<file path="src/rtl/piso_serializer8_pkg.sv">
// Shared types and index helpers for the 8-bit parallel-in/serial-out stage.
package piso_pkg;

   localparam int SEL_W  = 3;
   localparam int WORD_W = 8;

   typedef enum logic [1:0] {
      IDLE  = 2'd0,
      SHIFT = 2'd1,
      GAP   = 2'd2
   } state_t;

   // First mux position visited for a word.
   function automatic logic [SEL_W-1:0] start_idx(input bit lsb_first);
      return lsb_first ? SEL_W'(0) : SEL_W'(WORD_W - 1);
   endfunction

   // Last mux position visited for a word.
   function automatic logic [SEL_W-1:0] end_idx(input bit lsb_first);
      return lsb_first ? SEL_W'(WORD_W - 1) : SEL_W'(0);
   endfunction

endpackage

</file>
<file path="src/rtl/piso_serializer8_mux81.sv">
// Behavioural 8:1 single-bit mux; y follows input i<s>.
module mux81_bh (
   input  logic       i0,
   input  logic       i1,
   input  logic       i2,
   input  logic       i3,
   input  logic       i4,
   input  logic       i5,
   input  logic       i6,
   input  logic       i7,
   input  logic [2:0] s,
   output logic       y
);

   always_comb begin
      y = i0;
      case (s)
         3'd0: y = i0;
         3'd1: y = i1;
         3'd2: y = i2;
         3'd3: y = i3;
         3'd4: y = i4;
         3'd5: y = i5;
         3'd6: y = i6;
         3'd7: y = i7;
         default: y = i0;
      endcase
   end

endmodule

</file>
<file path="src/rtl/piso_serializer8.sv">
// Byte-to-bit serializer: captures a word, walks the mux select across it
// under a valid/ready handshake, with optional idle gap between words.
module piso_serializer8
   import piso_pkg::*;
#(
   parameter bit          LSB_FIRST = 1'b1,
   parameter int unsigned IDLE_GAP  = 0
) (
   input  logic              clk,
   input  logic              rst_n,
   input  logic              load_valid,
   output logic              load_ready,
   input  logic [WORD_W-1:0] load_data,
   output logic              ser_out,
   output logic              ser_valid,
   input  logic              ser_ready,
   output logic              ser_last,
   output logic [SEL_W-1:0]  sel,
   output logic              busy
);

   localparam logic [SEL_W-1:0] START_SEL = start_idx(LSB_FIRST);
   localparam logic [SEL_W-1:0] END_SEL   = end_idx(LSB_FIRST);
   localparam bit               NO_GAP    = (IDLE_GAP == 0);
   localparam logic [3:0]       GAP_LOAD  = NO_GAP ? 4'd0 : 4'(IDLE_GAP - 1);

   state_t             state;
   logic [WORD_W-1:0]  hold;
   logic [SEL_W-1:0]   sel_q;
   logic [3:0]         gap_cnt;
   logic               at_end;
   logic               load_fire;

   // All handshake outputs decode registered state/sel only, except the
   // ready->ready path that lets a new word land on the last bit's cycle.
   assign at_end     = (sel_q == END_SEL);
   assign ser_valid  = (state == SHIFT);
   assign ser_last   = ser_valid & at_end;
   assign busy       = (state != IDLE);
   assign sel        = sel_q;
   assign load_ready = (state == IDLE) | (ser_last & ser_ready & NO_GAP);
   assign load_fire  = load_valid & load_ready;

   always_ff @(posedge clk) begin
      if (!rst_n) begin
         state   <= IDLE;
         hold    <= '0;
         sel_q   <= START_SEL;
         gap_cnt <= '0;
      end else begin
         case (state)
            IDLE: begin
               if (load_fire) begin
                  hold  <= load_data;
                  sel_q <= START_SEL;
                  state <= SHIFT;
               end
            end
            SHIFT: begin
               if (ser_ready) begin
                  if (!at_end) begin
                     sel_q <= LSB_FIRST ? sel_q + 3'd1 : sel_q - 3'd1;
                  end else if (NO_GAP) begin
                     if (load_valid) begin
                        hold  <= load_data;
                        sel_q <= START_SEL;
                     end else begin
                        state <= IDLE;
                     end
                  end else begin
                     state   <= GAP;
                     gap_cnt <= GAP_LOAD;
                  end
               end
            end
            GAP: begin
               if (gap_cnt == 4'd0) state <= IDLE;
               else                 gap_cnt <= gap_cnt - 4'd1;
            end
            default: state <= IDLE;
         endcase
      end
   end

   mux81_bh u_mux (
      .i0 (hold[0]),
      .i1 (hold[1]),
      .i2 (hold[2]),
      .i3 (hold[3]),
      .i4 (hold[4]),
      .i5 (hold[5]),
      .i6 (hold[6]),
      .i7 (hold[7]),
      .s  (sel_q),
      .y  (ser_out)
   );

endmodule
</file>
<file path="config.mk">
export PLATFORM = sky130hd
export DESIGN_NAME = piso_serializer8
export DESIGN_NICKNAME = d
export VERILOG_FILES = /design/src/rtl/piso_serializer8_pkg.sv /design/src/rtl/piso_serializer8_mux81.sv /design/src/rtl/piso_serializer8.sv
export SDC_FILE = /design/constraint.sdc
export NUM_CORES = 1
export LEC_CHECK = 0
export CAP_MARGIN = 5
export CORE_ASPECT_RATIO = 1.1
export CORE_MARGIN = 4
export CORE_UTILIZATION = 41
export DETAILED_ROUTE_END_ITERATION = 12
export PLACE_DENSITY = 0.71
export SLEW_MARGIN = 30
export SYNTH_ARGS = -nofsm -noshare
export SYNTH_HDL_FRONTEND = slang
export SYNTH_SLANG_ARGS = --single-unit
</file>
<file path="constraint.sdc">
create_clock -name clk -period 2.32 [get_ports clk]
set_input_delay 0.464 -clock clk [delete_from_list [all_inputs] [get_ports clk]]
set_output_delay 0.464 -clock clk [all_outputs]
set_load 0.03 [all_outputs]
</file>
== Yosys cells after proc, flatten, opt, wreduce, memory -nomap -nowiden ==
Cells that the tools add are included.
Storage, ports and cells
  bits in registers: 17
  input bits: 12
  output and inout bits: 8
Cells by class
  add/subtract/negate cells: 2
  eq/ne operators: 16
  muxes and demuxes: 17
  bitwise gates (word level): 5
  reductions and logical operators: 9
Operators with widths (count)
  8-bit 2-to-1 mux: 4
  8-bit case mux with 2 select lines: 1
  3-bit equality test, second input constant: 4
  3-bit 2-to-1 mux: 4
  2-bit 2-to-1 mux: 5
  5-bit AND reduction: 2
  2-bit != test, second input constant: 4
  1-bit case mux with 8 select lines: 1
  3-bit by 2-bit equality test with 1-bit output, second input constant: 2
  2-bit case mux with 3 select lines: 1
  3-bit case mux with 2 select lines: 1
  4-bit logical NOT: 1
  2-bit by 1-bit != test with 1-bit output, second input constant: 2
  4-bit AND reduction: 1
  2-bit nonzero test: 2
  4-bit by 1-bit subtractor with 4-bit output, second input constant: 1
  3-bit by 1-bit adder with 3-bit output, second input constant: 1
  1-bit bitwise AND: 3
  3-bit by 1-bit equality test with 1-bit output, second input constant: 1
  3-bit logical NOT: 1
  3-bit != test, second input constant: 1
  2-bit by 1-bit equality test with 1-bit output, second input constant: 1
  2-bit equality test, second input constant: 1
  2-bit logical NOT: 1
  3 further kinds: 3

== Longest topological paths before layout ==
  depth in word-level cells: 7
  mapped depth: 6

== Modules after synthesis ==
Synthesis repeated with hierarchy kept, for this count alone.
Unflattened totals
  cell total of the unflattened synthesis: 64
  area, all modules: 616.8 um2
Modules (own cells, without submodules)
  piso_serializer8: instances 1, cells an instance 61, area an instance 553.0 um2, seq. area each 240.2 um2
  mux81_bh: instances 1, cells an instance 3, area an instance 63.8 um2, seq. area each 0.0 um2

== Worst setup path before layout ==
No wires, ideal clock.
  path kind: reg2out
  start: register sel_q[2] (netlist: sel[2])
  end: output port ser_out
  data arrival time: 2.144 ns
  required time: 1.856 ns
  slack: -0.288 ns
  stages on the path, launching flop included: 7
  path buffers: 0
  path through: dfxtp_1 > inv_1 > ha_1 > or4_1 > a21oi_1 > a21oi_1 > a22oi_1
Between the ends
  cells in the longest elaborated chain, start to end: 2
Ends and longest elaborated chain
  start, declared: line piso_serializer8.sv:29  | logic [SEL_W-1:0] sel_q;
  start signal, assigned: line piso_serializer8.sv:62  | sel_q <= LSB_FIRST ? sel_q + 3'd1 : sel_q - 3'd1;
  3-bit equality test, or another cell as far along: line piso_serializer8_mux81.sv:17  | case (s)
  1-bit case mux with 8 select lines (*): line piso_serializer8_mux81.sv:17
  end, declared: line piso_serializer8.sv:14  | output logic ser_out,
Every way passes the cells marked *; elsewhere a longest branch is shown, timed or not.

== Final worst setup path ==
  start: register sel_q[0] (netlist: sel[0])
  end: output port ser_out
The elaborated chain is that of the path after synthesis.

==> flow_summary.json <==
{
  "seqCellArea_um2": 246,
  "whs_ns": 0.526,
  "run_status": "complete, but fails checks",
  "r2r_slack_ns": 0.57,
  "cp.arrival_ns": 1.98,
  "cts.sinks": 12,
  "path_max_fanout": 3,
  "crit_family": "simple AND/OR/NAND/NOR gates",
  "fillers": 125,
  "io_buffers": 19,
  "p_leak_uw": 0.000489,
  "gr-usage-all-layers_pct": 15.6,
  "first_pass_iters": 4,
  "postCtsHoldBufs": 0,
  "cp_cell_sequence": "buf_6 > inv_4 > ha_4 > or4_4 > a21oi_4 > buf_4 > a22oi_2 > buf_6",
  "wirelength_mm": 1.53,
  "worst-setup-path-type": "reg2out",
  "ios": 20,
  "ir_drop_mv": 0.385,
  "drt_iter0_markers": 3,
  "gp_congestion": 0.723,
  "synth-seq-area-share_pct": 35.0,
  "die_x_um": 47.0,
  "syn_inst": 70,
  "grt_pass1_wl_mm": 2.62,
  "grt_max_degree": 13,
  "worstSetupStartpointType": "flop",
  "total_power_uw": 510,
  "clock_skew_ns": 0.00384,
  "syn2layout_area_growth_pct": 54.9,
  "syn_area_um2": 686,
  "cp.required_ns": 1.86,
  "antenna_found_initial": 0,
  "p_per_area_nw_per_um2": 480,
  "fmax_mhz": 410,
  "hpwl_mm": 1.12,
  "drive_above_1_share_pct": 32.0,
  "vias": 558,
  "violations": "setup timing",
  "synth.avg_cell_area_um2": 9.80,
  "placementRows": 15,
  "clock_latency_ns": 0.28,
  "fin_nets": 120,
  "cts_tree": "built",
  "yosys.cell_types.count": 24,
  "htree_num_levels": 1,
  "endpoint_kind": "primary output",
  "period_share_pct": 105,
  "cp_num_buf_inv": 4,
  "slew_headroom_pct": 77.1,
  "cp_slowest_cell": "or4_4",
  "cpPeakStageDelay_ns": 0.54,
  "hp-class": "reg2reg",
  "reg2reg_from": "sel[0]",
  "multi_input_area_um2": 465,
  "core_area_um2": 1580,
  "dieHeight_um": 50.9,
  "n_antenna_cell": 0,
  "dieArea_um2": 2390,
  "yosysWarnings": 0,
  "setup_viol": 1,
  "rsz0062_at_grt": "yes",
  "path_common_cell": "buf_6",
  "synth_area_leaders": "dfxtp_1 35%, mux2i_1 15%, ha_1 13%",
  "grt_pass1_vias": 580,
  "post-route-min-period_ns": 2.44,
  "finalHoldViolCount": 0,
  "wire_per_inst_um": 13.1,
  "synth_area_leader_cell": "dfxtp_1",
  "tightest_slew_ns": 0.342,
  "detail-route-antenna-nets": 0,
  "cts_root_buf": "clkbuf_4",
  "maxCapViolations": 0,
  "worst_slack_ns": -0.121,
  "initial_core_util_pct": 43.5,
  "grt_remaining_overflow": 0,
  "slew_viol_final": 0,
  "synth_top_area_share_pct": 35.0,
  "drc": 0,
  "clock_path_buffers": 2,
  "synth-seq-cells": 12,
  "cts_made_buffers": 3,
  "clk_pin_slew_worst_paths_ns": 0.07,
  "min_from": "hold[0]",
  "syn-num-nets": 89,
  "vias_per_cell": 4.77,
  "startpoint": "sel[0]"
}
## tightest hold or removal path, stage by stage, from the launching register on
cell and delay, ns:
dfxtp_1 0.33, mux2i_1 0.07, nor2b_1 0.09
## metal layers
metal	part of all wire (%)	vias to the layer above	GRT usage, %	wire [um]
met3	4.1	2	5.28	62
met4	1.1	0	5.53	17
met5	0	-	0	0
li1	-	294	-	-
met2	53	10	25.6	815
met1	41	252	18.4	632
## synth_stat cells, drive strengths merged
library cell,instances
mux2i,10
a21oi,3
nor3,1
inv,6
o22ai,1
or4,1
clkbuf,1
or4b,1
a22oi,2
mux2,2
dfxtp,12
ha,7
a21boi,2
or2b,1
and2b,1
nor2b,9
nand3,1
a21bo,1
and2,2
buf,1
nand2,5
## report_power, final
group | total [uW] | internal [uW] | switching, uW
combinational | 119 | 66.1 | 53.3
clock | 166 | 95.5 | 70.4
sequential | 224 | 217 | 7.85
total | 510 | 378 | 132
## final timing paths
path / to / cells past startpoint
worst max-delay path: ser_out / 8
worst max register to register: sel[1] / 6
worst min register to register: hold[0] / 2
worst min-delay path: hold[0] / 2
## final cells by class
type | instances | share of cell area [%]
flip-flops and latches | 12 | 23.2
clock buffers | 4 | 3.42
repair buffers | 28 | 25.2
multi-input cells | 50 | 43.8
well taps | 17 | 2.00
inverters | 6 | 2.36
## placed cells by master (no fill, tap or decap), types with 2 or more instances in the layout
cell / count
dfxtp_1: 9
nor2b_1: 9
ha_4: 2
clkbuf_4: 3
buf_6: 2
clkdlybuf4s50_1: 16
inv_1: 5
ha_1: 3
buf_4: 8
mux2_2: 2
ha_2: 2
mux2i_1: 10
dfxtp_2: 2
nand2_1: 4
dlymetal6s2s_1: 2
## per-stage QoR
stage | utilization, % | instance area (um2) | cells | setup slack, ns | setup TNS [ns]
2_1_floorplan | - | 701 | 70 | 0.00384 | 0
3_5_place_dp | 58.9 | 928 | 108 | 0.0557 | 0
5_1_grt | 67.4 | 1060 | 117 | -0.199 | -0.199
4_1_cts | 66.9 | 1050 | 117 | -0.119 | -0.119
3_3_place_gp | 58.9 | 928 | 108 | 0.0927 | 0
6_report | 67.4 | 1060 | 117 | -0.121 | -0.121
## logic make-up after synthesis
| kind of cell | synth area share (%) |
|---|---|
| simple gates | 19.5 |
| mux | 17.9 |
| flops | 35.0 |
| compound gates | 9.85 |
| buf+inv | 4.93 |
| fa+ha+maj | 12.8 |
## registers in the layout (all words and copies together) (netlist names)
register and cells:
sel 3, state 1, hold 8
## what timing repair did
item	4_1_cts	5_1_grt
pin swaps	3	1
buffers inserted	5	0
setup endpoints to repair	3	3
resized for setup	12	3
(Power assumes the default switching activity.)
